### src/rtl/spi_cfg_sequencer_if.sv
// Handshake bundle between the config sequencer, its table memory, the host
// write port and the downstream SPI frame serializer.
interface spi_cfg_sequencer_if #(
  parameter int ADDR_W = 9
);
  logic              start;
  logic              abort;
  logic              tbl_rd_en;
  logic [ADDR_W-1:0] tbl_addr;
  logic [23:0]       tbl_data;
  logic              host_req;
  logic [23:0]       host_word;
  logic              host_ack;
  logic              spi_start;
  logic [23:0]       spi_word;
  logic              spi_busy;
  logic              spi_done;
  logic              seq_busy;
  logic              seq_done;
  logic              seq_error;
  logic [ADDR_W-1:0] entry_idx;

  modport master (
    input  start, abort, tbl_data, host_req, host_word, spi_busy, spi_done,
    output tbl_rd_en, tbl_addr, host_ack, spi_start, spi_word,
           seq_busy, seq_done, seq_error, entry_idx
  );

  modport slave (
    output start, abort, tbl_data, host_req, host_word, spi_busy, spi_done,
    input  tbl_rd_en, tbl_addr, host_ack, spi_start, spi_word,
           seq_busy, seq_done, seq_error, entry_idx
  );
endinterface

### src/rtl/spi_cfg_sequencer.sv
// Walks a {addr,data} configuration table into the SPI serializer one frame at
// a time, with an inter-frame gap, frame timeout and host-write insertion.
module spi_cfg_sequencer #(
  parameter int NUM_ENTRIES    = 368,
  parameter int ADDR_W         = 9,
  parameter int GAP_CYCLES     = 4,
  parameter int TIMEOUT_CYCLES = 255
) (
  input  logic                clk,
  input  logic                reset,
  spi_cfg_sequencer_if.master bus
);

  localparam int                GAP_W    = (GAP_CYCLES > 1) ? $clog2(GAP_CYCLES + 1) : 1;
  localparam logic [ADDR_W-1:0] LAST_IDX = ADDR_W'(NUM_ENTRIES - 1);
  localparam logic [7:0]        TMO_LAST = 8'(TIMEOUT_CYCLES - 1);
  localparam logic [GAP_W-1:0]  GAP_LOAD = GAP_W'(GAP_CYCLES);

  typedef enum logic [2:0] {
    IDLE, FETCH, LATCH, ISSUE, WAIT_DONE, GAP, H_ISSUE, H_WAIT
  } state_e;

  state_e            state_q, state_d;
  logic [23:0]       word_q,  word_d;
  logic [ADDR_W-1:0] idx_q,   idx_d;
  logic [7:0]        tmo_q,   tmo_d;
  logic [GAP_W-1:0]  gap_q,   gap_d;
  logic              busy_q,  busy_d;
  logic              err_q,   err_d;
  logic              abort_q, abort_d;
  logic              done_q,  done_d;

  logic tbl_rd_en_c;
  logic spi_start_c;
  logic host_ack_c;

  always_ff @(posedge clk or posedge reset) begin
    if (reset) begin
      state_q <= IDLE;
      word_q  <= '0;
      idx_q   <= '0;
      tmo_q   <= '0;
      gap_q   <= '0;
      busy_q  <= 1'b0;
      err_q   <= 1'b0;
      abort_q <= 1'b0;
      done_q  <= 1'b0;
    end else begin
      // NOTE: state registers use non-blocking assignment so every flop samples
      // the pre-edge value of its neighbours, independent of statement order.
      state_q <= state_d;
      word_q  <= word_d;
      idx_q   <= idx_d;
      tmo_q   <= tmo_d;
      gap_q   <= gap_d;
      busy_q  <= busy_d;
      err_q   <= err_d;
      abort_q <= abort_d;
      done_q  <= done_d;
    end
  end

  always_comb begin
    // NOTE: every signal written below gets a default first; a path that
    // skipped one would otherwise infer a latch.
    state_d     = state_q;
    word_d      = word_q;
    idx_d       = idx_q;
    tmo_d       = tmo_q;
    gap_d       = gap_q;
    busy_d      = busy_q;
    err_d       = err_q;
    abort_d     = abort_q | (busy_q & bus.abort);
    done_d      = 1'b0;
    tbl_rd_en_c = 1'b0;
    spi_start_c = 1'b0;
    host_ack_c  = 1'b0;

    unique case (state_q)
      IDLE: begin
        if (bus.host_req) begin
          word_d  = bus.host_word;
          state_d = H_ISSUE;
        end else if (bus.start) begin
          err_d   = 1'b0;
          idx_d   = '0;
          busy_d  = 1'b1;
          abort_d = 1'b0;
          state_d = FETCH;
        end
      end

      FETCH: begin
        tbl_rd_en_c = 1'b1;
        state_d     = LATCH;
      end

      LATCH: begin
        word_d  = bus.tbl_data;
        state_d = ISSUE;
      end

      // spi_start is decoded straight from the state so the first frame leaves
      // three cycles after an accepted start.
      ISSUE, H_ISSUE: begin
        if (!bus.spi_busy) begin
          spi_start_c = 1'b1;
          tmo_d       = '0;
          state_d     = (state_q == ISSUE) ? WAIT_DONE : H_WAIT;
        end
      end

      WAIT_DONE: begin
        if (bus.spi_done) begin
          gap_d   = GAP_LOAD;
          state_d = GAP;
        end else if (tmo_q == TMO_LAST) begin
          err_d   = 1'b1;
          done_d  = 1'b1;
          busy_d  = 1'b0;
          abort_d = 1'b0;
          state_d = IDLE;
        end else begin
          tmo_d = tmo_q + 8'd1;
        end
      end

      H_WAIT: begin
        if (bus.spi_done) begin
          host_ack_c = 1'b1;
          gap_d      = GAP_LOAD;
          state_d    = GAP;
        end else if (tmo_q == TMO_LAST) begin
          err_d   = 1'b1;
          gap_d   = GAP_LOAD;
          state_d = GAP;
        end else begin
          tmo_d = tmo_q + 8'd1;
        end
      end

      GAP: begin
        if (gap_q > GAP_W'(1)) begin
          gap_d = gap_q - GAP_W'(1);
        end else if (bus.host_req) begin
          word_d  = bus.host_word;
          state_d = H_ISSUE;
        end else if (!busy_q) begin
          state_d = IDLE;
        end else if (abort_q || bus.abort || idx_q == LAST_IDX) begin
          done_d  = 1'b1;
          busy_d  = 1'b0;
          abort_d = 1'b0;
          state_d = IDLE;
        end else begin
          idx_d   = idx_q + ADDR_W'(1);
          state_d = FETCH;
        end
      end

      default: state_d = IDLE;
    endcase
  end

  assign bus.tbl_rd_en = tbl_rd_en_c;
  assign bus.tbl_addr  = idx_q;
  assign bus.spi_start = spi_start_c;
  assign bus.spi_word  = word_q;
  assign bus.host_ack  = host_ack_c;
  assign bus.seq_busy  = busy_q;
  assign bus.seq_done  = done_q;
  assign bus.seq_error = err_q;
  assign bus.entry_idx = idx_q;

endmodule

### src/flat_wrapper.sv
// flat-port wrapper written by rule: the top's interface ports become plain ports
module spi_cfg_sequencer_flat 
#(
  parameter int NUM_ENTRIES    = 368,
  parameter int ADDR_W         = 9,
  parameter int GAP_CYCLES     = 4,
  parameter int TIMEOUT_CYCLES = 255
)
  (clk, reset, bus_start, bus_abort, bus_tbl_data, bus_host_req, bus_host_word, bus_spi_busy, bus_spi_done, bus_tbl_rd_en, bus_tbl_addr, bus_host_ack, bus_spi_start, bus_spi_word, bus_seq_busy, bus_seq_done, bus_seq_error, bus_entry_idx);
  spi_cfg_sequencer_if #(.ADDR_W(ADDR_W)) bus_i ();
  input  logic clk;
  input  logic reset;
  input wire logic [$bits(bus_i.start)-1:0] bus_start;
  input wire logic [$bits(bus_i.abort)-1:0] bus_abort;
  input wire logic [$bits(bus_i.tbl_data)-1:0] bus_tbl_data;
  input wire logic [$bits(bus_i.host_req)-1:0] bus_host_req;
  input wire logic [$bits(bus_i.host_word)-1:0] bus_host_word;
  input wire logic [$bits(bus_i.spi_busy)-1:0] bus_spi_busy;
  input wire logic [$bits(bus_i.spi_done)-1:0] bus_spi_done;
  output wire logic [$bits(bus_i.tbl_rd_en)-1:0] bus_tbl_rd_en;
  output wire logic [$bits(bus_i.tbl_addr)-1:0] bus_tbl_addr;
  output wire logic [$bits(bus_i.host_ack)-1:0] bus_host_ack;
  output wire logic [$bits(bus_i.spi_start)-1:0] bus_spi_start;
  output wire logic [$bits(bus_i.spi_word)-1:0] bus_spi_word;
  output wire logic [$bits(bus_i.seq_busy)-1:0] bus_seq_busy;
  output wire logic [$bits(bus_i.seq_done)-1:0] bus_seq_done;
  output wire logic [$bits(bus_i.seq_error)-1:0] bus_seq_error;
  output wire logic [$bits(bus_i.entry_idx)-1:0] bus_entry_idx;
  assign bus_i.start = bus_start;
  assign bus_i.abort = bus_abort;
  assign bus_i.tbl_data = bus_tbl_data;
  assign bus_i.host_req = bus_host_req;
  assign bus_i.host_word = bus_host_word;
  assign bus_i.spi_busy = bus_spi_busy;
  assign bus_i.spi_done = bus_spi_done;
  assign bus_tbl_rd_en = bus_i.tbl_rd_en;
  assign bus_tbl_addr = bus_i.tbl_addr;
  assign bus_host_ack = bus_i.host_ack;
  assign bus_spi_start = bus_i.spi_start;
  assign bus_spi_word = bus_i.spi_word;
  assign bus_seq_busy = bus_i.seq_busy;
  assign bus_seq_done = bus_i.seq_done;
  assign bus_seq_error = bus_i.seq_error;
  assign bus_entry_idx = bus_i.entry_idx;
  spi_cfg_sequencer #(.NUM_ENTRIES(NUM_ENTRIES), .ADDR_W(ADDR_W), .GAP_CYCLES(GAP_CYCLES), .TIMEOUT_CYCLES(TIMEOUT_CYCLES)) u_core (.clk(clk), .reset(reset), .bus(bus_i));
endmodule
### config.mk
export PLATFORM = sky130hd
export DESIGN_NAME = spi_cfg_sequencer_flat
export DESIGN_NICKNAME = d
export VERILOG_FILES = /design/src/rtl/spi_cfg_sequencer_if.sv /design/src/rtl/spi_cfg_sequencer.sv /design/src/flat_wrapper.sv
export SDC_FILE = /design/constraint.sdc
export NUM_CORES = 1
export LEC_CHECK = 0
export BUFFER_PORTS_ARGS = -buffer_cell sky130_fd_sc_hd__buf_4
export CORE_UTILIZATION = 30
export DETAILED_ROUTE_END_ITERATION = 8
export PLACE_DENSITY_LB_ADDON = 0.12
export REMOVE_ABC_BUFFERS = 1
export SLEW_MARGIN = 25
export SYNTH_ARGS = -nofsm -noshare
export SYNTH_HDL_FRONTEND = slang
export SYNTH_SLANG_ARGS = --single-unit
### constraint.sdc
create_clock -name clk -period 2.6 [get_ports clk]
set_clock_uncertainty 0.05 [all_clocks]
set_input_delay 0.13 -clock clk [delete_from_list [all_inputs] [get_ports clk]]
set_output_delay 0.13 -clock clk [all_outputs]
set_load 0.01 [all_outputs]
After elaboration in Yosys (flattened, before gate mapping)
Index checks and enable logic that the tools add are counted.
{"block": "word_totals", "ff_bits": 51, "input_bits": 55, "output_inout_bits": 48, "wordCells": 126}
{"block": "classes", "addsub": 3, "magnitude_cmp": 1, "eq_ne": 26, "n_mux": 67, "n_bitwise": 2, "n_reduce_logical": 18}
{"op": "$pmux W24 S3", "n": 1}
{"op": "$mux W9", "n": 6}
{"op": "$mux W24", "n": 2}
{"op": "$mux W3", "n": 14}
{"op": "$mux W1", "n": 32}
{"op": "$mux W8", "n": 3}
{"op": "$pmux W3 S7", "n": 1}
{"op": "$ne A2 B2 Y1 const B", "n": 10}
{"op": "$pmux W9 S2", "n": 1}
{"op": "$pmux W8 S2", "n": 1}
{"op": "$reduce_and A7 Y1", "n": 2}
{"op": "$eq A3 B3 Y1 const B", "n": 4}
{"op": "$reduce_and A5 Y1", "n": 2}
{"op": "$add A9 B1 Y9 const B", "n": 1}
{"op": "$eq A9 B9 Y1 const B", "n": 1}
{"op": "$pmux W3 S3", "n": 1}
{"op": "$reduce_bool A3 Y1", "n": 3}
{"op": "$add A8 B1 Y8 const B", "n": 1}
{"op": "$eq A8 B8 Y1 const B", "n": 1}
{"op": "$ne A2 B1 Y1 const B", "n": 4}
{"op": "$reduce_and A4 Y1", "n": 2}
{"op": "$eq A3 B2 Y1 const B", "n": 2}
{"op": "$ne A3 B2 Y1 const B", "n": 2}
{"op": "$pmux W1 S3", "n": 2}
{"op": "13 further kinds", "n": 18}

Depth between registers and ports, before layout
Gate-level depths: netlist of run 1.
{"block": "logic_depth", "word_depth": 7, "ltp_mapped": 8, "ltp_nobuf": 7}

Worst setup path after synthesis of run 1
No wires, ideal clock.
{"block": "synth_path", "kind": "register to register", "start": "register u_core.idx_q[0] (netlist: u_core.bus.entry_idx[0])", "end": "register u_core.idx_q[3] (netlist: u_core.bus.entry_idx[3])", "setup_ps": 78, "t_arrival_ps": 1948, "required_ps": 2472, "path_slack_ps": 525, "stages_incl_launch_ff": 7, "synth_period_minus_slack_ps": 2075, "cell_sequence": "dfrtp_1 > ha_1 > nand4_1 > o211ai_1 > a2111o_1 > or3_1 > a21oi_1"}
{"block": "synth_between", "elab_chain_cells": 6, "word_cells_on_any_way": 10, "cone_classes": "add/sub (1); eq/ne (2); mux (5); reduce/logical (2)"}
{"element": "from (decl)", "line": "spi_cfg_sequencer.sv:25", "rtl": "logic [ADDR_W-1:0] idx_q, idx_d;"}
{"element": "from (signal assigned)", "line": "spi_cfg_sequencer.sv:53", "rtl": "idx_q <= idx_d;"}
{"element": "$add A9 B1 Y9", "line": "spi_cfg_sequencer.sv:156", "rtl": "idx_d = idx_q + ADDR_W'(1);"}
{"element": "$mux W9", "line": "spi_cfg_sequencer.sv:150", "rtl": "end else if (abort_q || bus.abort || idx_q == LAST_IDX) begin"}
{"element": "$mux W9", "line": "spi_cfg_sequencer.sv:148", "rtl": "end else if (!busy_q) begin"}
{"element": "$mux W9", "line": "spi_cfg_sequencer.sv:145", "rtl": "end else if (bus.host_req) begin"}
{"element": "$mux W9", "line": "spi_cfg_sequencer.sv:143", "rtl": "if (gap_q > GAP_W'(1)) begin"}
{"element": "$pmux W9 S2", "line": "spi_cfg_sequencer.sv:79", "rtl": "unique case (state_q)"}
Several ways; a longest one is shown, not always the timed one. The select of a mux whose other input is x is not followed.
A chain may end at the register's enable or synchronous reset.

Worst setup path in the final report of run 1
Same ends and word-level chain as after synthesis.

==> results of run 1 <==
==> worst max-delay path, stage by stage, from the launching register on <==
cell	delay (ns)
dfrtp_1	0.45
ha_1	0.28
nand4_1	0.13
o211ai_1	0.21
a2111o_1	0.55
or3_1	0.37
a21oi_1	0.14
==> worst min path at each step <==
stage,slack [ns],from,end
floorplan,0.26,bus_abort,u_core.abort_q
global placement,0.10,reset,u_core.bus.spi_word[21]
detailed placement,0.11,reset,u_core.bus.spi_word[21]
CTS,0.06,bus_host_word[13],u_core.bus.spi_word[13]
global route,0.07,bus_host_word[13],u_core.bus.spi_word[13]
finish,0.07,bus_host_word[13],u_core.bus.spi_word[13]
==> logic make-up after synthesis <==
logic type / share of synthesized area
mux: 0.0872
buf+inv: 0.0590
compound gates: 0.165
flops: 0.443
simple gates: 0.194
fa+ha+maj: 0.0217
xor+xnor: 0.0304
==> state kept, by name (all words and copies together) (netlist names) <==
| register | cells |
|---|---|
| u_core.gap_q | 3 |
| u_core.bus.seq_error | 1 |
| u_core.abort_q | 1 |
| u_core.tmo_q | 8 |
| u_core.bus.seq_busy | 1 |
| u_core.bus.entry_idx | 9 |
| u_core.bus.seq_done | 1 |
| u_core.bus.spi_word | 24 |
| u_core.state_q | 3 |
==> layout by cell type (no fill, tap or decap), types with 3 or more instances in the layout <==
cell type,count
nand3_1,10
mux2i_1,24
nand4_1,4
buf_4,108
clkbuf_8,6
a31oi_1,3
o21ai_0,11
nor2_2,4
dfrtp_1,51
nor2b_1,5
ha_1,5
nor3_1,6
nand2_1,15
or3_1,3
nor2_1,49
nand3b_1,3
o31ai_1,3
a21oi_1,34
o21bai_1,3
a2111oi_0,4
xnor2_1,10
inv_1,6
==> per-stage QoR <==
stage               setup WS, ns  instances  power (mW)  setup TNS [ns]
detailed placement         0.391        524        3.10               0
global placement           0.451        524        3.08               0
finish                     0.366        533        3.65               0
global route               0.198        533        3.95               0
CTS                        0.360        533        3.70               0
floorplan                 -0.307        286        2.32           -7.37
==> area by class of cell <==
cell class | instances | area (um^2) | share of cell area
clock inverters | 2 | 38.8 | 0.0100
multi-input cells | 227 | 1450 | 0.373
flip-flops and latches | 51 | 1280 | 0.329
well taps | 129 | 161 | 0.0416
inverters | 8 | 30.0 | 0.00774
clock buffers | 6 | 82.6 | 0.0213
repair buffers | 110 | 841 | 0.217
==> power breakdown <==
part           internal, mW  switching (mW)
clock                 0.317           0.269
sequential             1.07           0.243
combinational         0.804           0.946
total                  2.19            1.46
==> per-layer routing <==
metal	up-vias	global-route usage	routed length, um
met5	-	0	0
met4	0	0.0401	71
met3	7	0.0237	433
met2	79	0.233	3400
met1	1243	0.197	3280
li1	1279	-	-
==> results.json, run 1 <==
{
  "final_area_um2": 3880,
  "cp.arrival_ns": 2.41,
  "tritoncts": "done",
  "max_freq_ghz": 0.448,
  "r2r-start": "u_core.bus.entry_idx[0]",
  "vias": 2608,
  "numCtsBuffers": 5,
  "drive_gt1_frac": 0.324,
  "insertion_delay_ns": 0.30,
  "worstHoldPathCells": 3,
  "worst_pin_slew_ns": 0.565,
  "yosysTopAreaCell": "dfrtp_1",
  "timing.slew.headroom": 0.614,
  "finalHoldViolCount": 0,
  "nets": 463,
  "dp_hpwl_um": 5440,
  "cp.required_ns": 2.78,
  "setup_viol": 0,
  "fp.coreArea_um2": 9280,
  "area_delta_synth_final_pct": 34.5,
  "wl_per_cell_um": 13.5,
  "portBuffers": 102,
  "die-area_um2": 10000,
  "cts-root-buf": "clkbuf_8",
  "power.density_nw_per_um2": 940,
  "fillCellCount": 954,
  "period_share": 0.859,
  "synth_edf_count": 0,
  "syn_inst": 308,
  "peakVddDrop_uv": 338,
  "gp_congestion": 0.865,
  "die_width_um": 100,
  "status": "finished, final reports clean",
  "diodes": 0,
  "synth_ff_type": "dfrtp_1",
  "path_class": "reg -> reg",
  "yosysTopAreaCellShare": 0.443,
  "path_clk_slew_ns": 0.10,
  "drt-pass1-iter-count": 4,
  "ctsLongestPathBuffers": 2,
  "utilization": 0.418,
  "critPathMaxFanout": 7,
  "fp-row-count": 35,
  "setup.worst_path.end": "u_core.bus.entry_idx[3]",
  "synth_area_per_cell_um2": 9.36,
  "drt_iter0_drc": 66,
  "reg2reg_to": "u_core.bus.entry_idx[3]",
  "pin_count": 103,
  "post_cts_resized": 0,
  "holdCritPathClass": "in -> reg",
  "grt_pass1_wl_um": 11400,
  "grt_max_degree": 49,
  "route.detailed.drc": 0,
  "fin_hold_ws_ns": 0.0713,
  "synth_area_leaders": "dfrtp_1, mux2i_1, nor2_1",
  "p_leak_nw": 1.70,
  "overflow": 0,
  "crit_path_start": "u_core.bus.entry_idx[0]",
  "grt_usage": 0.143,
  "yosys-top-cells-count": "dfrtp_1, nor2_1, a21oi_1",
  "ys_ff_latch": 51,
  "r2r_slack_ns": 0.37,
  "initial_core_util": 0.311,
  "antenna_found_initial": 0,
  "final_max_slew_viol_count": 0,
  "layout_min_cycle_time_ns": 2.23,
  "grt_pass1_vias": 2357,
  "cts-htree-levels": 2,
  "reg2reg_depth": 6,
  "die_y_um": 100,
  "ys_seq_area_frac": 0.443,
  "maxCapViolCount": 0,
  "ys_async_sr_fraction": 1.00,
  "critPathCaptureType": "flip-flop",
  "placed_cell_area_um2": 3750,
  "yosysMostFrequentCell": "dfrtp_1",
  "startpoint_type": "flip-flop",
  "final_antenna_net_count": 0,
  "wirelength_um": 7180,
  "cts_setup_buffers": 0,
  "synth_cell_types": 51,
  "viasPerCell": 4.89,
  "cts_sinks": 51,
  "postCtsHoldBufs": 1,
  "rsz0062_at_grt": "false",
  "syn-cell-area_um2": 2880,
  "yosysWarnings": 0
}
Note: power is estimated with default switching activity, not from simulation.
==> run 2: changes to the inputs <==
--- a/config.mk
+++ b/config.mk
@@ -5,9 +5,9 @@
 export SDC_FILE = /design/constraint.sdc
 export NUM_CORES = 1
 export LEC_CHECK = 0
-export BUFFER_PORTS_ARGS = -buffer_cell sky130_fd_sc_hd__buf_4
 export CORE_UTILIZATION = 30
 export DETAILED_ROUTE_END_ITERATION = 8
+export DONT_BUFFER_PORTS = 1
 export PLACE_DENSITY_LB_ADDON = 0.12
 export REMOVE_ABC_BUFFERS = 1
 export SLEW_MARGIN = 25
==> run 2 against run 1 <==
  * Via count shrank 9.0%
  * Hold slack lost 0.067 ns
  * Sequential share of layout area grew 3.0 points
  * Power shrank 6.9%
  * Critical path depth grew 2
  * Cell count shrank 11%
  * Register-to-register slack lost 0.21 ns
  * Sequential cell count is the same
  * Clock power is essentially flat
  * Global-route usage grew 0.14 points
  * Die area is the same
  * Largest power group is now registers
  * Highest routed layer unchanged
==> results.json, run 2 (same netlist as run 1, synthesis figures left out) <==
{
  "status": "finished, final reports clean",
  "power.density_nw_per_um2": 955,
  "dp_cells": 425,
  "grt_pass1_vias": 2301,
  "grt_max_degree": 49,
  "period_share": 0.941,
  "placed_cell_area_um2": 3020,
  "diodes": 0,
  "cts-htree-levels": 2,
  "cp.required_ns": 2.74,
  "nets": 405,
  "worstHoldPathCells": 2,
  "cts-root-buf": "clkbuf_8",
  "power_mw": 3.39,
  "r2r-start": "u_core.state_q[0]",
  "fin_hold_ws_ns": 0.00402,
  "critPathMaxFanout": 24,
  "setup_viol": 0,
  "portBuffers": 0,
  "finalHoldViolCount": 0,
  "pin_count": 103,
  "overflow": 0,
  "max_freq_ghz": 0.409,
  "drt-pass1-iter-count": 4,
  "insertion_delay_ns": 0.31,
  "final_max_slew_viol_count": 0,
  "r2r_slack_ns": 0.15,
  "worst_pin_slew_ns": 0.616,
  "fp.coreArea_um2": 9280,
  "die_width_um": 100,
  "vias": 2373,
  "die_y_um": 100,
  "cp.arrival_ns": 2.59,
  "holdCritPathClass": "in -> reg",
  "numCtsBuffers": 5,
  "gp_congestion": 0.827,
  "path_clk_slew_ns": 0.10,
  "reg2reg_to": "u_core.bus.spi_word[16]",
  "route.detailed.drc": 0,
  "initial_core_util": 0.311,
  "layout_commonest_cell": "dfrtp_1",
  "ctsLongestPathBuffers": 2,
  "tns_ns": 0,
  "peakVddDrop_uv": 374,
  "grt_usage": 0.145,
  "drive_gt1_frac": 0.0954,
  "final_area_um2": 3550,
  "tritoncts": "done",
  "cts_setup_buffers": 0,
  "area_delta_synth_final_pct": 23.2,
  "largest_reg_flops": 24,
  "hold_end": "u_core.bus.spi_word[11]",
  "dp_hpwl_um": 4900,
  "die-area_um2": 10000,
  "critPathCaptureType": "flip-flop",
  "path_class": "reg -> reg",
  "rsz0062_at_grt": "false",
  "holdCritStartpoint": "bus_tbl_data[11]",
  "cts_sinks": 51,
  "layout.cells.non_filler": 475,
  "fp-row-count": 35,
  "final_antenna_net_count": 0,
  "layout_min_cycle_time_ns": 2.45,
  "drt_iter0_drc": 92,
  "grt_pass1_wl_um": 11600,
  "wl_per_cell_um": 15.3,
  "wirelength_um": 7250,
  "final_cell_mix": "dfrtp_1, nor2_1, dlygate4sd3_1",
  "viasPerCell": 5.00,
  "timing.slew.headroom": 0.578,
  "antenna_found_initial": 0,
  "reg2reg_depth": 8,
  "startpoint_type": "flip-flop",
  "maxCapViolCount": 0,
  "p_leak_nw": 1.38
}
-- run 2: layer usage --
metal / GRT usage / share of wire / vias to the layer above
met4: 0.0334 / 0.0041 / 0
li1: - / - / 1165
met3: 0.0355 / 0.067 / 2
met1: 0.204 / 0.48 / 1139
met5: 0 / 0 / -
met2: 0.224 / 0.45 / 67
-- run 2: power breakdown --
part	internal [mW]	leakage (nW)	switching, mW
clock network	0.291	0.0548	0.294
logic	0.598	0.710	0.780
registers	1.07	0.617	0.362
-- run 2: final cells by class --
| cell class | count | area, um^2 |
|---|---|---|
| clock buffers | 5 | 68.8 |
| inverters | 8 | 30.0 |
| flip-flops and latches | 51 | 1280 |
| fillers | 957 | 5730 |
| well taps | 129 | 161 |
| clock inverters | 3 | 46.3 |
| repair buffers | 52 | 520 |
| multi-input cells | 227 | 1450 |
-- run 2: metrics by stage --
step,util,setup WS [ns]
2_1_floorplan,-,-0.307
3_3_place_gp,0.325,0.368
3_5_place_dp,0.325,0.322
4_1_cts,0.381,0.155
5_1_grt,0.383,0.0516
6_report,0.383,0.154
-- run 2: how the worst max path moves through the flow --
| stage | start | endpoint | slack (ns) | cells past startpoint |
|---|---|---|---|---|
| after detailed placement | u_core.bus.entry_idx[1] | u_core.bus.entry_idx[3] | 0.32 | 6 |
| final | u_core.state_q[0] | u_core.bus.spi_word[16] | 0.15 | 8 |
| after global placement | u_core.bus.entry_idx[1] | u_core.bus.entry_idx[3] | 0.37 | 6 |
| after global routing | u_core.state_q[0] | u_core.bus.spi_word[16] | 0.05 | 8 |
| after CTS | u_core.state_q[0] | u_core.bus.spi_word[15] | 0.15 | 8 |
| after floorplan | u_core.gap_q[1] | u_core.bus.spi_word[0] | -0.31 | 6 |
-- run 2: worst max-delay path, stage by stage (launching register included) --
cell and delay (ns):
dfrtp_2 0.49, buf_4 0.20, inv_1 0.19, nand2_1 0.15
nor2_2 0.15, buf_12 0.21, mux2i_1 0.23, dlygate4sd3_1 0.58
a21oi_1 0.07
-- run 2: timing repair --
action | in CTS | in global routing
hold buffers | 41 | 1
hold endpoints to repair | 34 | 1
endpoints found under the setup margin | 0 | 1
gates resized for setup | 0 | 1
